## config.mk

```make
export PLATFORM = sky130hd
export DESIGN_NAME = async_mem_wb_burst_bridge_flat
export DESIGN_NICKNAME = d
export VERILOG_FILES = /design/src/rtl/async_mem_wb_burst_bridge_if.sv /design/src/rtl/async_mem_wb_burst_bridge.sv /design/src/flat_wrapper.sv
export SDC_FILE = /design/constraint.sdc
export NUM_CORES = 1
export LEC_CHECK = 0
export ABC_AREA = 1
export CORE_ASPECT_RATIO = 1.5
export CORE_UTILIZATION = 60
export CTS_BUF_LIST = sky130_fd_sc_hd__clkbuf_8
export CTS_CLUSTER_DIAMETER = 100
export DETAILED_ROUTE_END_ITERATION = 16
export GPL_ROUTABILITY_DRIVEN = 0
export PLACE_DENSITY_LB_ADDON = 0.2
export SLEW_MARGIN = 10
export SYNTH_ARGS = -nofsm -noshare
export SYNTH_HDL_FRONTEND = slang
export SYNTH_SLANG_ARGS = --single-unit
```

## constraint.sdc

```tcl
create_clock -name wb_clk_i -period 9.1 [get_ports wb_clk_i]
set_input_delay 2.275 -clock wb_clk_i [delete_from_list [all_inputs] [get_ports wb_clk_i]]
set_output_delay 2.275 -clock wb_clk_i [all_outputs]
set_load 0.01 [all_outputs]
```

## src/rtl/async_mem_wb_burst_bridge_if.sv

```systemverilog
// async_mem_wb_burst_bridge_if
// Wishbone classic bus bundle between the async-memory bridge and a Wishbone slave.
// Signal names keep the bridge's point of view (_o = driven by the bridge).
//   master modport: adr/dat/sel/we/cyc/stb out, dat_i/ack_i/err_i in (bridge side)
//   slave modport : the mirror image (slave or testbench side)
interface async_mem_wb_burst_bridge_if #(
    parameter int unsigned AW = 32,
    parameter int unsigned DW = 32
);
    logic [AW-1:0]   wb_adr_o;
    logic [DW-1:0]   wb_dat_o;
    logic [DW/8-1:0] wb_sel_o;
    logic            wb_we_o;
    logic            wb_cyc_o;
    logic            wb_stb_o;
    logic [DW-1:0]   wb_dat_i;
    logic            wb_ack_i;
    logic            wb_err_i;

    modport master (
        output wb_adr_o, wb_dat_o, wb_sel_o, wb_we_o, wb_cyc_o, wb_stb_o,
        input  wb_dat_i, wb_ack_i, wb_err_i
    );

    modport slave (
        input  wb_adr_o, wb_dat_o, wb_sel_o, wb_we_o, wb_cyc_o, wb_stb_o,
        output wb_dat_i, wb_ack_i, wb_err_i
    );
endinterface

```

## src/rtl/async_mem_wb_burst_bridge.sv

```systemverilog
// async_mem_wb_burst_bridge
// Bridges an asynchronous SRAM-style host port onto a Wishbone classic master.
// Host writes are posted through a small FIFO and issued as back-to-back Wishbone
// writes; host reads stall the host (am_wait_n low) until all posted writes have
// drained and the Wishbone read has returned.
// Ports:
//   wb_clk_i, wb_rst_i        : sole clock, synchronous active-high reset
//   am_addr/am_data_i/am_be_n : host address, write data, active-low byte enables
//   am_cs_n/am_we_n/am_oe_n   : host strobes (asynchronous, synchronized here)
//   am_data_o/am_data_oe      : read data and its drive enable
//   am_wait_n                 : low = host must hold its strobe
//   wb                        : Wishbone master bus (interface, master modport)
//   wr_ovf_o                  : sticky, set when a posted write was dropped
//   err_cnt_o                 : saturating count of Wishbone error terminations
module async_mem_wb_burst_bridge #(
    parameter int unsigned AW       = 32,
    parameter int unsigned DW       = 32,
    parameter int unsigned WF_DEPTH = 4
) (
    input  logic                       wb_clk_i,
    input  logic                       wb_rst_i,
    input  logic [AW-1:0]              am_addr,
    input  logic [DW-1:0]              am_data_i,
    input  logic [DW/8-1:0]            am_be_n,
    input  logic                       am_cs_n,
    input  logic                       am_we_n,
    input  logic                       am_oe_n,
    output logic [DW-1:0]              am_data_o,
    output logic                       am_data_oe,
    output logic                       am_wait_n,
    async_mem_wb_burst_bridge_if.master wb,
    output logic                       wr_ovf_o,
    output logic [7:0]                 err_cnt_o
);
    localparam int unsigned SW = DW / 8;
    localparam int unsigned PW = (WF_DEPTH > 1) ? $clog2(WF_DEPTH) : 1;
    localparam int unsigned CW = PW + 1;
    localparam logic [CW-1:0] FullCnt = CW'(WF_DEPTH);
    localparam logic [CW-1:0] WaitCnt = CW'(WF_DEPTH - 1);

    typedef enum logic [1:0] {StIdle, StWr, StRd, StRdHold} state_e;

    state_e state_q, state_d;

    // Strobe synchronizers: s1 = first flop, s2 = second flop, s3 = previous s2 sample.
    logic cs_s1_q, cs_s1_d, we_s1_q, we_s1_d, oe_s1_q, oe_s1_d;
    logic cs_s2_q, cs_s2_d, we_s2_q, we_s2_d, oe_s2_q, oe_s2_d;
    logic cs_s3_q, cs_s3_d, we_s3_q, we_s3_d, oe_s3_q, oe_s3_d;
    logic [AW-1:0] addr_s2_q, addr_s2_d, addr_s3_q, addr_s3_d;
    logic [DW-1:0] data_s2_q, data_s2_d, data_s3_q, data_s3_d;
    logic [SW-1:0] be_s2_q, be_s2_d, be_s3_q, be_s3_d;

    // Posted-write FIFO; storage is not reset, the pointers/count define validity.
    logic [AW-1:0] wf_adr_q [WF_DEPTH];
    logic [DW-1:0] wf_dat_q [WF_DEPTH];
    logic [SW-1:0] wf_sel_q [WF_DEPTH];
    logic [PW-1:0] wr_ptr_q, wr_ptr_d, rd_ptr_q, rd_ptr_d;
    logic [CW-1:0] cnt_q, cnt_d;

    logic          rd_pend_q, rd_pend_d;
    logic [AW-1:0] rd_adr_q, rd_adr_d;
    logic [SW-1:0] rd_sel_q, rd_sel_d;
    logic [DW-1:0] rdata_q, rdata_d;
    logic          ovf_q, ovf_d;
    logic [7:0]    err_cnt_q, err_cnt_d;

    logic wr_det, rd_det, bus_act, ack, err, push, pop;

    // Write ends on the strobe's rising edge; the chip select must have been low with it.
    assign wr_det  = we_s2_q & ~we_s3_q & ~cs_s3_q;
    assign rd_det  = ~cs_s2_q & ~oe_s2_q & (cs_s3_q | oe_s3_q);
    assign bus_act = (state_q == StWr) || (state_q == StRd);
    // Terminations are only honoured while a cycle is actually strobed.
    assign ack     = bus_act & wb.wb_ack_i;
    assign err     = bus_act & wb.wb_err_i;
    assign push    = wr_det & (cnt_q != FullCnt);
    assign pop     = (state_q == StWr) & (ack | err);

    always_comb begin
        cs_s1_d   = am_cs_n;
        we_s1_d   = am_we_n;
        oe_s1_d   = am_oe_n;
        cs_s2_d   = cs_s1_q;
        we_s2_d   = we_s1_q;
        oe_s2_d   = oe_s1_q;
        addr_s2_d = am_addr;
        data_s2_d = am_data_i;
        be_s2_d   = am_be_n;
        cs_s3_d   = cs_s2_q;
        we_s3_d   = we_s2_q;
        oe_s3_d   = oe_s2_q;
        addr_s3_d = addr_s2_q;
        data_s3_d = data_s2_q;
        be_s3_d   = be_s2_q;

        wr_ptr_d  = wr_ptr_q + PW'(push);
        rd_ptr_d  = rd_ptr_q + PW'(pop);
        case ({push, pop})
            2'b10:   cnt_d = cnt_q + CW'(1);
            2'b01:   cnt_d = cnt_q - CW'(1);
            default: cnt_d = cnt_q;
        endcase

        ovf_d     = ovf_q | (wr_det & (cnt_q == FullCnt));
        err_cnt_d = (err && (err_cnt_q != 8'hff)) ? err_cnt_q + 8'd1 : err_cnt_q;

        rd_pend_d = rd_pend_q;
        rd_adr_d  = rd_adr_q;
        rd_sel_d  = rd_sel_q;
        if (rd_det && !rd_pend_q) begin
            rd_pend_d = 1'b1;
            rd_adr_d  = addr_s2_q;
            rd_sel_d  = ~be_s2_q;
        end

        rdata_d = rdata_q;
        state_d = state_q;
        unique case (state_q)
            StIdle: begin
                // Posted writes always drain before a read is allowed onto the bus.
                if (cnt_q != '0) begin
                    state_d = StWr;
                end else if (rd_pend_q) begin
                    state_d = StRd;
                end
            end
            StWr: begin
                if (pop && (cnt_d == '0)) begin
                    state_d = StIdle;
                end
            end
            StRd: begin
                if (ack) begin
                    rdata_d   = wb.wb_dat_i;
                    rd_pend_d = 1'b0;
                    state_d   = StRdHold;
                end else if (err) begin
                    rdata_d   = '1;
                    rd_pend_d = 1'b0;
                    state_d   = StRdHold;
                end
            end
            StRdHold: begin
                if (oe_s2_q || cs_s2_q) begin
                    state_d = StIdle;
                end
            end
            default: state_d = StIdle;
        endcase
    end

    always_ff @(posedge wb_clk_i) begin
        if (wb_rst_i) begin
            state_q   <= StIdle;
            cs_s1_q   <= 1'b1;
            we_s1_q   <= 1'b1;
            oe_s1_q   <= 1'b1;
            cs_s2_q   <= 1'b1;
            we_s2_q   <= 1'b1;
            oe_s2_q   <= 1'b1;
            cs_s3_q   <= 1'b1;
            we_s3_q   <= 1'b1;
            oe_s3_q   <= 1'b1;
            addr_s2_q <= '0;
            data_s2_q <= '0;
            be_s2_q   <= '1;
            addr_s3_q <= '0;
            data_s3_q <= '0;
            be_s3_q   <= '1;
            wr_ptr_q  <= '0;
            rd_ptr_q  <= '0;
            cnt_q     <= '0;
            rd_pend_q <= 1'b0;
            rd_adr_q  <= '0;
            rd_sel_q  <= '0;
            rdata_q   <= '0;
            ovf_q     <= 1'b0;
            err_cnt_q <= '0;
        end else begin
            state_q   <= state_d;
            cs_s1_q   <= cs_s1_d;
            we_s1_q   <= we_s1_d;
            oe_s1_q   <= oe_s1_d;
            cs_s2_q   <= cs_s2_d;
            we_s2_q   <= we_s2_d;
            oe_s2_q   <= oe_s2_d;
            cs_s3_q   <= cs_s3_d;
            we_s3_q   <= we_s3_d;
            oe_s3_q   <= oe_s3_d;
            addr_s2_q <= addr_s2_d;
            data_s2_q <= data_s2_d;
            be_s2_q   <= be_s2_d;
            addr_s3_q <= addr_s3_d;
            data_s3_q <= data_s3_d;
            be_s3_q   <= be_s3_d;
            wr_ptr_q  <= wr_ptr_d;
            rd_ptr_q  <= rd_ptr_d;
            cnt_q     <= cnt_d;
            rd_pend_q <= rd_pend_d;
            rd_adr_q  <= rd_adr_d;
            rd_sel_q  <= rd_sel_d;
            rdata_q   <= rdata_d;
            ovf_q     <= ovf_d;
            err_cnt_q <= err_cnt_d;
        end
    end

    always_ff @(posedge wb_clk_i) begin
        if (push) begin
            wf_adr_q[wr_ptr_q] <= addr_s3_q;
            wf_dat_q[wr_ptr_q] <= data_s3_q;
            wf_sel_q[wr_ptr_q] <= ~be_s3_q;
        end
    end

    assign wb.wb_cyc_o = bus_act;
    assign wb.wb_stb_o = bus_act;
    assign wb.wb_we_o  = (state_q == StWr);
    assign wb.wb_adr_o = (state_q == StWr) ? wf_adr_q[rd_ptr_q] : rd_adr_q;
    assign wb.wb_dat_o = (state_q == StWr) ? wf_dat_q[rd_ptr_q] : '0;
    assign wb.wb_sel_o = (state_q == StWr) ? wf_sel_q[rd_ptr_q] : rd_sel_q;

    assign am_data_o  = rdata_q;
    assign am_data_oe = (state_q == StRdHold);
    // Stall when the FIFO is nearly full or while a read is outstanding.
    assign am_wait_n  = (state_q == StRdHold) | (~rd_pend_q & (cnt_q < WaitCnt));
    assign wr_ovf_o   = ovf_q;
    assign err_cnt_o  = err_cnt_q;
endmodule

```

## src/flat_wrapper.sv

```systemverilog
// flat-port wrapper written by rule: the top's interface ports become plain ports
module async_mem_wb_burst_bridge_flat 
#(
    parameter int unsigned AW       = 32,
    parameter int unsigned DW       = 32,
    parameter int unsigned WF_DEPTH = 4
)
  (wb_clk_i, wb_rst_i, am_addr, am_data_i, am_be_n, am_cs_n, am_we_n, am_oe_n, am_data_o, am_data_oe, am_wait_n, wr_ovf_o, err_cnt_o, wb_wb_adr_o, wb_wb_dat_o, wb_wb_sel_o, wb_wb_we_o, wb_wb_cyc_o, wb_wb_stb_o, wb_wb_dat_i, wb_wb_ack_i, wb_wb_err_i);
  async_mem_wb_burst_bridge_if #(.AW(AW), .DW(DW)) wb_i ();
  input  logic wb_clk_i;
  input  logic wb_rst_i;
  input  logic [AW-1:0] am_addr;
  input  logic [DW-1:0] am_data_i;
  input  logic [DW/8-1:0] am_be_n;
  input  logic am_cs_n;
  input  logic am_we_n;
  input  logic am_oe_n;
  output logic [DW-1:0] am_data_o;
  output logic am_data_oe;
  output logic am_wait_n;
  output logic wr_ovf_o;
  output logic [7:0] err_cnt_o;
  output wire logic [$bits(wb_i.wb_adr_o)-1:0] wb_wb_adr_o;
  output wire logic [$bits(wb_i.wb_dat_o)-1:0] wb_wb_dat_o;
  output wire logic [$bits(wb_i.wb_sel_o)-1:0] wb_wb_sel_o;
  output wire logic [$bits(wb_i.wb_we_o)-1:0] wb_wb_we_o;
  output wire logic [$bits(wb_i.wb_cyc_o)-1:0] wb_wb_cyc_o;
  output wire logic [$bits(wb_i.wb_stb_o)-1:0] wb_wb_stb_o;
  input wire logic [$bits(wb_i.wb_dat_i)-1:0] wb_wb_dat_i;
  input wire logic [$bits(wb_i.wb_ack_i)-1:0] wb_wb_ack_i;
  input wire logic [$bits(wb_i.wb_err_i)-1:0] wb_wb_err_i;
  assign wb_wb_adr_o = wb_i.wb_adr_o;
  assign wb_wb_dat_o = wb_i.wb_dat_o;
  assign wb_wb_sel_o = wb_i.wb_sel_o;
  assign wb_wb_we_o = wb_i.wb_we_o;
  assign wb_wb_cyc_o = wb_i.wb_cyc_o;
  assign wb_wb_stb_o = wb_i.wb_stb_o;
  assign wb_i.wb_dat_i = wb_wb_dat_i;
  assign wb_i.wb_ack_i = wb_wb_ack_i;
  assign wb_i.wb_err_i = wb_wb_err_i;
  async_mem_wb_burst_bridge #(.AW(AW), .DW(DW), .WF_DEPTH(WF_DEPTH)) u_core (.wb_clk_i(wb_clk_i), .wb_rst_i(wb_rst_i), .am_addr(am_addr), .am_data_i(am_data_i), .am_be_n(am_be_n), .am_cs_n(am_cs_n), .am_we_n(am_we_n), .am_oe_n(am_oe_n), .am_data_o(am_data_o), .am_data_oe(am_data_oe), .am_wait_n(am_wait_n), .wb(wb_i), .wr_ovf_o(wr_ovf_o), .err_cnt_o(err_cnt_o));
endmodule
```

==> impl.org <==
** Timing
- On the final layout, the worst clock skew is 0.0203 ns.
- Fmax :: 0.172 GHz
- Post-layout worst setup margin :: 3.28 ns
- Setup repair after global routing left no endpoint under its margin.
- Final count of pins violating max slew :: 0
- Final critical path time including I/O delays and setup :: 5.82 ns
- For the pin with the worst max-slew slack, the measured transition is 1.13 ns.
- Measured against its own limit, the worst slew margin works out to 24.2%.
- Final worst path period share :: 64.0%
- Setup violations remaining at the end of the flow were counted as 0.
- In the final timing run, aggregate negative setup slack is 0 ns.
- The number of hold violations in the final report is 0.

** Die
- The floorplan step defined a die boundary enclosing 31,000 um^2.
- The die is 215 um tall.
- For this configuration, the core starts out at a cell density of 61.3%.
- Floorplan core area :: 29,700 um^2
- I/O pin cnt :: 221
- The initialized floorplan defines 77 standard-cell rows.
- Die span in x :: 144 um

** Worst setup path
- In this run the critical register-to-register path is captured at u_core.state_q[1].
- For the worst setup path, the data arrival time is 3.55 ns.
- Worst Setup Path Type :: flop to primary output
- The startpoint identified for the worst register-to-register timing path is u_core.state_q[1].
- STA classifies the critical path startpoint as a flop.
- Along the worst path, the maximum fanout reaches 88.
- STA puts the critical path data required time at 6.83 ns.
- Walking the worst path, the cells encountered are inv_4, buf_4, o21ai_0, o22ai_1, nand2_1, o21ai_0, clkdlybuf4s50_1.
- For this design, the slowest cell found on the critical path is sky130_fd_sc_hd__buf_4.
- Counting stages on the worst path, the most repeated cell is sky130_fd_sc_hd__o21ai_0.
- Across all register-to-register paths, the minimum setup slack is 5.50 ns.
- For this run, the slowest stage of the critical path takes 0.73 ns.
- Depth of the worst register-to-register path :: 16
- Critical Path End Type :: primary output

** Routing
- Aggregate routed wire length :: 38.3 mm
- Antenna-violating nets left :: 0
- After detailed routing, the average wire length per cell comes to 16.1 um.
- The detailed router finished its first iteration with 696 violations.
- Via count of the routed design :: 12.5k
- Before antenna repair, the detailed router went through 5 iterations.
- DRC violations left :: 0
- Vias per cell :: 5.26

** CTS
- Root buffer selected by CTS :: sky130_fd_sc_hd__clkbuf_8
- Gates resized during post-CTS repair numbered 0.
- TritonCTS built the clock tree.
- Count of hold-fix buffers inserted at cts :: 0
- H-tree levels :: 3
- Clk_lat worst skew :: 0.59 ns
- Post-CTS setup repair buffer count :: 0
- After clock tree synthesis, the clock-pin slew on the worst setup and hold paths is 0.06 ns.
- Clock tree synthesis inserted a total of 70 buffers.
- Sink count of the clock tree :: 504
- Clock tree buffer depth :: 3

** Worst hold path
- The worst hold path belongs to the class flop to flop.
- Terminating pin of the worst hold path :: u_core.data_s3_q[8]
- Hold wc startpoint :: u_core.data_s2_q[8]
- Counting instances, the worst hold path has a depth of 2.

** GRT
- Entering global routing, the biggest net connects 95 pins.
- Number of global-route vias before repair :: 12.4k
- The initial antenna violation count is 1.
- Global routing used 25.2% of the available tracks across all layers.
- The first global-routing pass estimated 60.0 mm of wire.
- Summed over all layers, the global routing overflow is 0.

** Final layout
- Commonest cells after routing, fill and taps aside :: sky130_fd_sc_hd__nor2_1, sky130_fd_sc_hd__edfxtp_1, sky130_fd_sc_hd__dfxtp_1
- Final #Nets :: 2,039
- Area grow syn2layout :: 21.5%
- At the end of the flow the core is filled with cells to 74.5%.
- Number of cells in the finished layout apart from fillers :: 2,376
- The post-route netlist has 7.53% of its cells at a drive strength greater than 1.
- Leading cell type in the layout, fill and taps excluded :: sky130_fd_sc_hd__nor2_1

** Pwr
- After layout, the design draws a total of 5.19 mW.
- Leakage power :: 8.47 nW
- For this design the ratio of total power to cell area is 235 nW/um^2.
- VDD sags by at most 177 uV.

** Synth
- Count of mapped cells out of synthesis :: 1,709
- Synthesized cell area :: 18,200 um^2
- Count of different cell masters after synthesis :: 32
- In this run, synthesis produced a sequential element count of 504.
- The Yosys step of the flow raised 0 warnings.
- Of the synthesized area, sequential elements account for 70.4%.
- Post-Synthesis Net Count :: 1,826
- Synth Area per Inst :: 10.6 um^2

** Placed design
- Number of buffers added on ports :: 220
- Pre-CTS setup slack :: 3.76 ns
- DP Cell Count :: 2,245
- HPWL after detailed placement :: 22.0 mm

** Flow run
- Max-cap violations in this run came to 0.

** Status
- The flow ran to the end, and the final reports show no timing, DRC or antenna violations.
[state kept, by name (all words and copies together) (netlist names), 2 cells and up]
name / count
u_core.wr_ptr_q: 2
u_core.be_s3_q: 4
u_core.cnt_q: 3
u_core.data_s3_q: 32
u_core.rd_sel_q: 4
u_core.am_data_o: 32
u_core.wf_sel_q: 16
u_core.addr_s3_q: 32
u_core.state_q: 2
u_core.err_cnt_o: 8
u_core.wf_adr_q: 128
u_core.rd_adr_q: 32
u_core.rd_ptr_q: 2
u_core.be_s2_q: 4
u_core.addr_s2_q: 32
u_core.wf_dat_q: 128
u_core.data_s2_q: 32
[worst max-delay path by stage]
stage                            start               endpoint  slack [ns]  cells past startpoint
CTS                 u_core.rd_ptr_q[0]        wb_wb_adr_o[22]        3.22                      7
global route        u_core.rd_ptr_q[0]         wb_wb_adr_o[8]        3.05                      7
floorplan               u_core.we_s3_q  u_core.wf_adr_q[0][0]        3.21                      3
detailed placement         wb_wb_ack_i      u_core.state_q[1]        3.76                     15
global placement           wb_wb_ack_i      u_core.state_q[1]        3.82                     15
finish              u_core.rd_ptr_q[0]         wb_wb_adr_o[8]        3.28                      7
[per-stage QoR]
| step | hold slack [ns] | cell area [um^2] |
|---|---|---|
| global placement | 0.391 | 20600 |
| finish | 0.396 | 22100 |
| global route | 0.413 | 22100 |
| detailed placement | 0.392 | 20600 |
| floorplan | 0.388 | 18200 |
| CTS | 0.396 | 22100 |
[worst max-delay path: cells and delay by family, from the launching register on]
family                 cells  cell delay, ns
buffers and inverters      3            1.75
AOI/OAI and AO/OA          3            0.56
DFF                        1            0.49
and+or+nand+nor            1            0.06
[where the power goes]
part | internal, mW | switching, mW
clock network | 0.985 | 0.800
registers | 2.46 | 0.0530
logic | 0.379 | 0.514
total | 3.83 | 1.37
[Yosys cell counts]
library cell               number  area share, %
sky130_fd_sc_hd__dfxtp_1      232             26
sky130_fd_sc_hd__buf_2         33           0.91
sky130_fd_sc_hd__inv_1        205            4.2
sky130_fd_sc_hd__xnor2_1        3           0.14
sky130_fd_sc_hd__o21ai_1       19           0.52
sky130_fd_sc_hd__nor2_1       379            7.8
sky130_fd_sc_hd__clkbuf_1      50            1.0
sky130_fd_sc_hd__buf_1          1          0.021
sky130_fd_sc_hd__a31oi_2        1          0.069
sky130_fd_sc_hd__a31oi_1        1          0.034
sky130_fd_sc_hd__nor4_1         1          0.034
sky130_fd_sc_hd__clkinv_1       1          0.021
sky130_fd_sc_hd__xor2_1         4           0.19
sky130_fd_sc_hd__o21ai_0      227            6.2
sky130_fd_sc_hd__o22ai_1       37            1.3
sky130_fd_sc_hd__fa_1           1           0.11
sky130_fd_sc_hd__a21oi_1       80            2.2
sky130_fd_sc_hd__nand3b_2       1          0.062
sky130_fd_sc_hd__nand4_1        3           0.10
sky130_fd_sc_hd__a31o_2         1          0.048
sky130_fd_sc_hd__nand2_1       71            1.5
sky130_fd_sc_hd__nand3_2        2           0.11
sky130_fd_sc_hd__nand3_1        7           0.19
sky130_fd_sc_hd__inv_2          2          0.041
sky130_fd_sc_hd__edfxtp_1     272             45
sky130_fd_sc_hd__ha_1           9           0.62
sky130_fd_sc_hd__buf_4          8           0.33
sky130_fd_sc_hd__or2_1          1          0.034
sky130_fd_sc_hd__nor3_1        39            1.1
sky130_fd_sc_hd__or2_2         12           0.41
sky130_fd_sc_hd__clkbuf_2       5           0.14
sky130_fd_sc_hd__nor3_4         1          0.089
[metal layers]
metal	share of wire, %	vias to the layer above	GRT usage, %
li1	-	6076	-
met1	38	5940	27.6
met2	53	374	46.1
met3	5.4	96	4.41
met4	3.6	0	12.6
met5	0	-	0
[final cells by class]
cell class,instances,area [um^2]
Timing Repair Buffer,238,2330
Clock buffer,84,1160
Fill cell,2071,7580
Antenna cell,1,2.50
Tap cell,395,494
Inverter,208,783
Sequential cell,504,12800
Clock inverter,46,328
Multi-Input combinational cell,900,4180
[kinds of logic after synthesis]
logic type                 share of synthesized area, %
DFF                                                70.4
adders and majority gates                         0.729
and+or+nand+nor                                    11.4
xor gates and xnor gates                          0.337
AOI/OAI and AO/OA                                  10.4
buffers and inverters                              6.72
No activity file was read; power rests on OpenSTA's default activity.
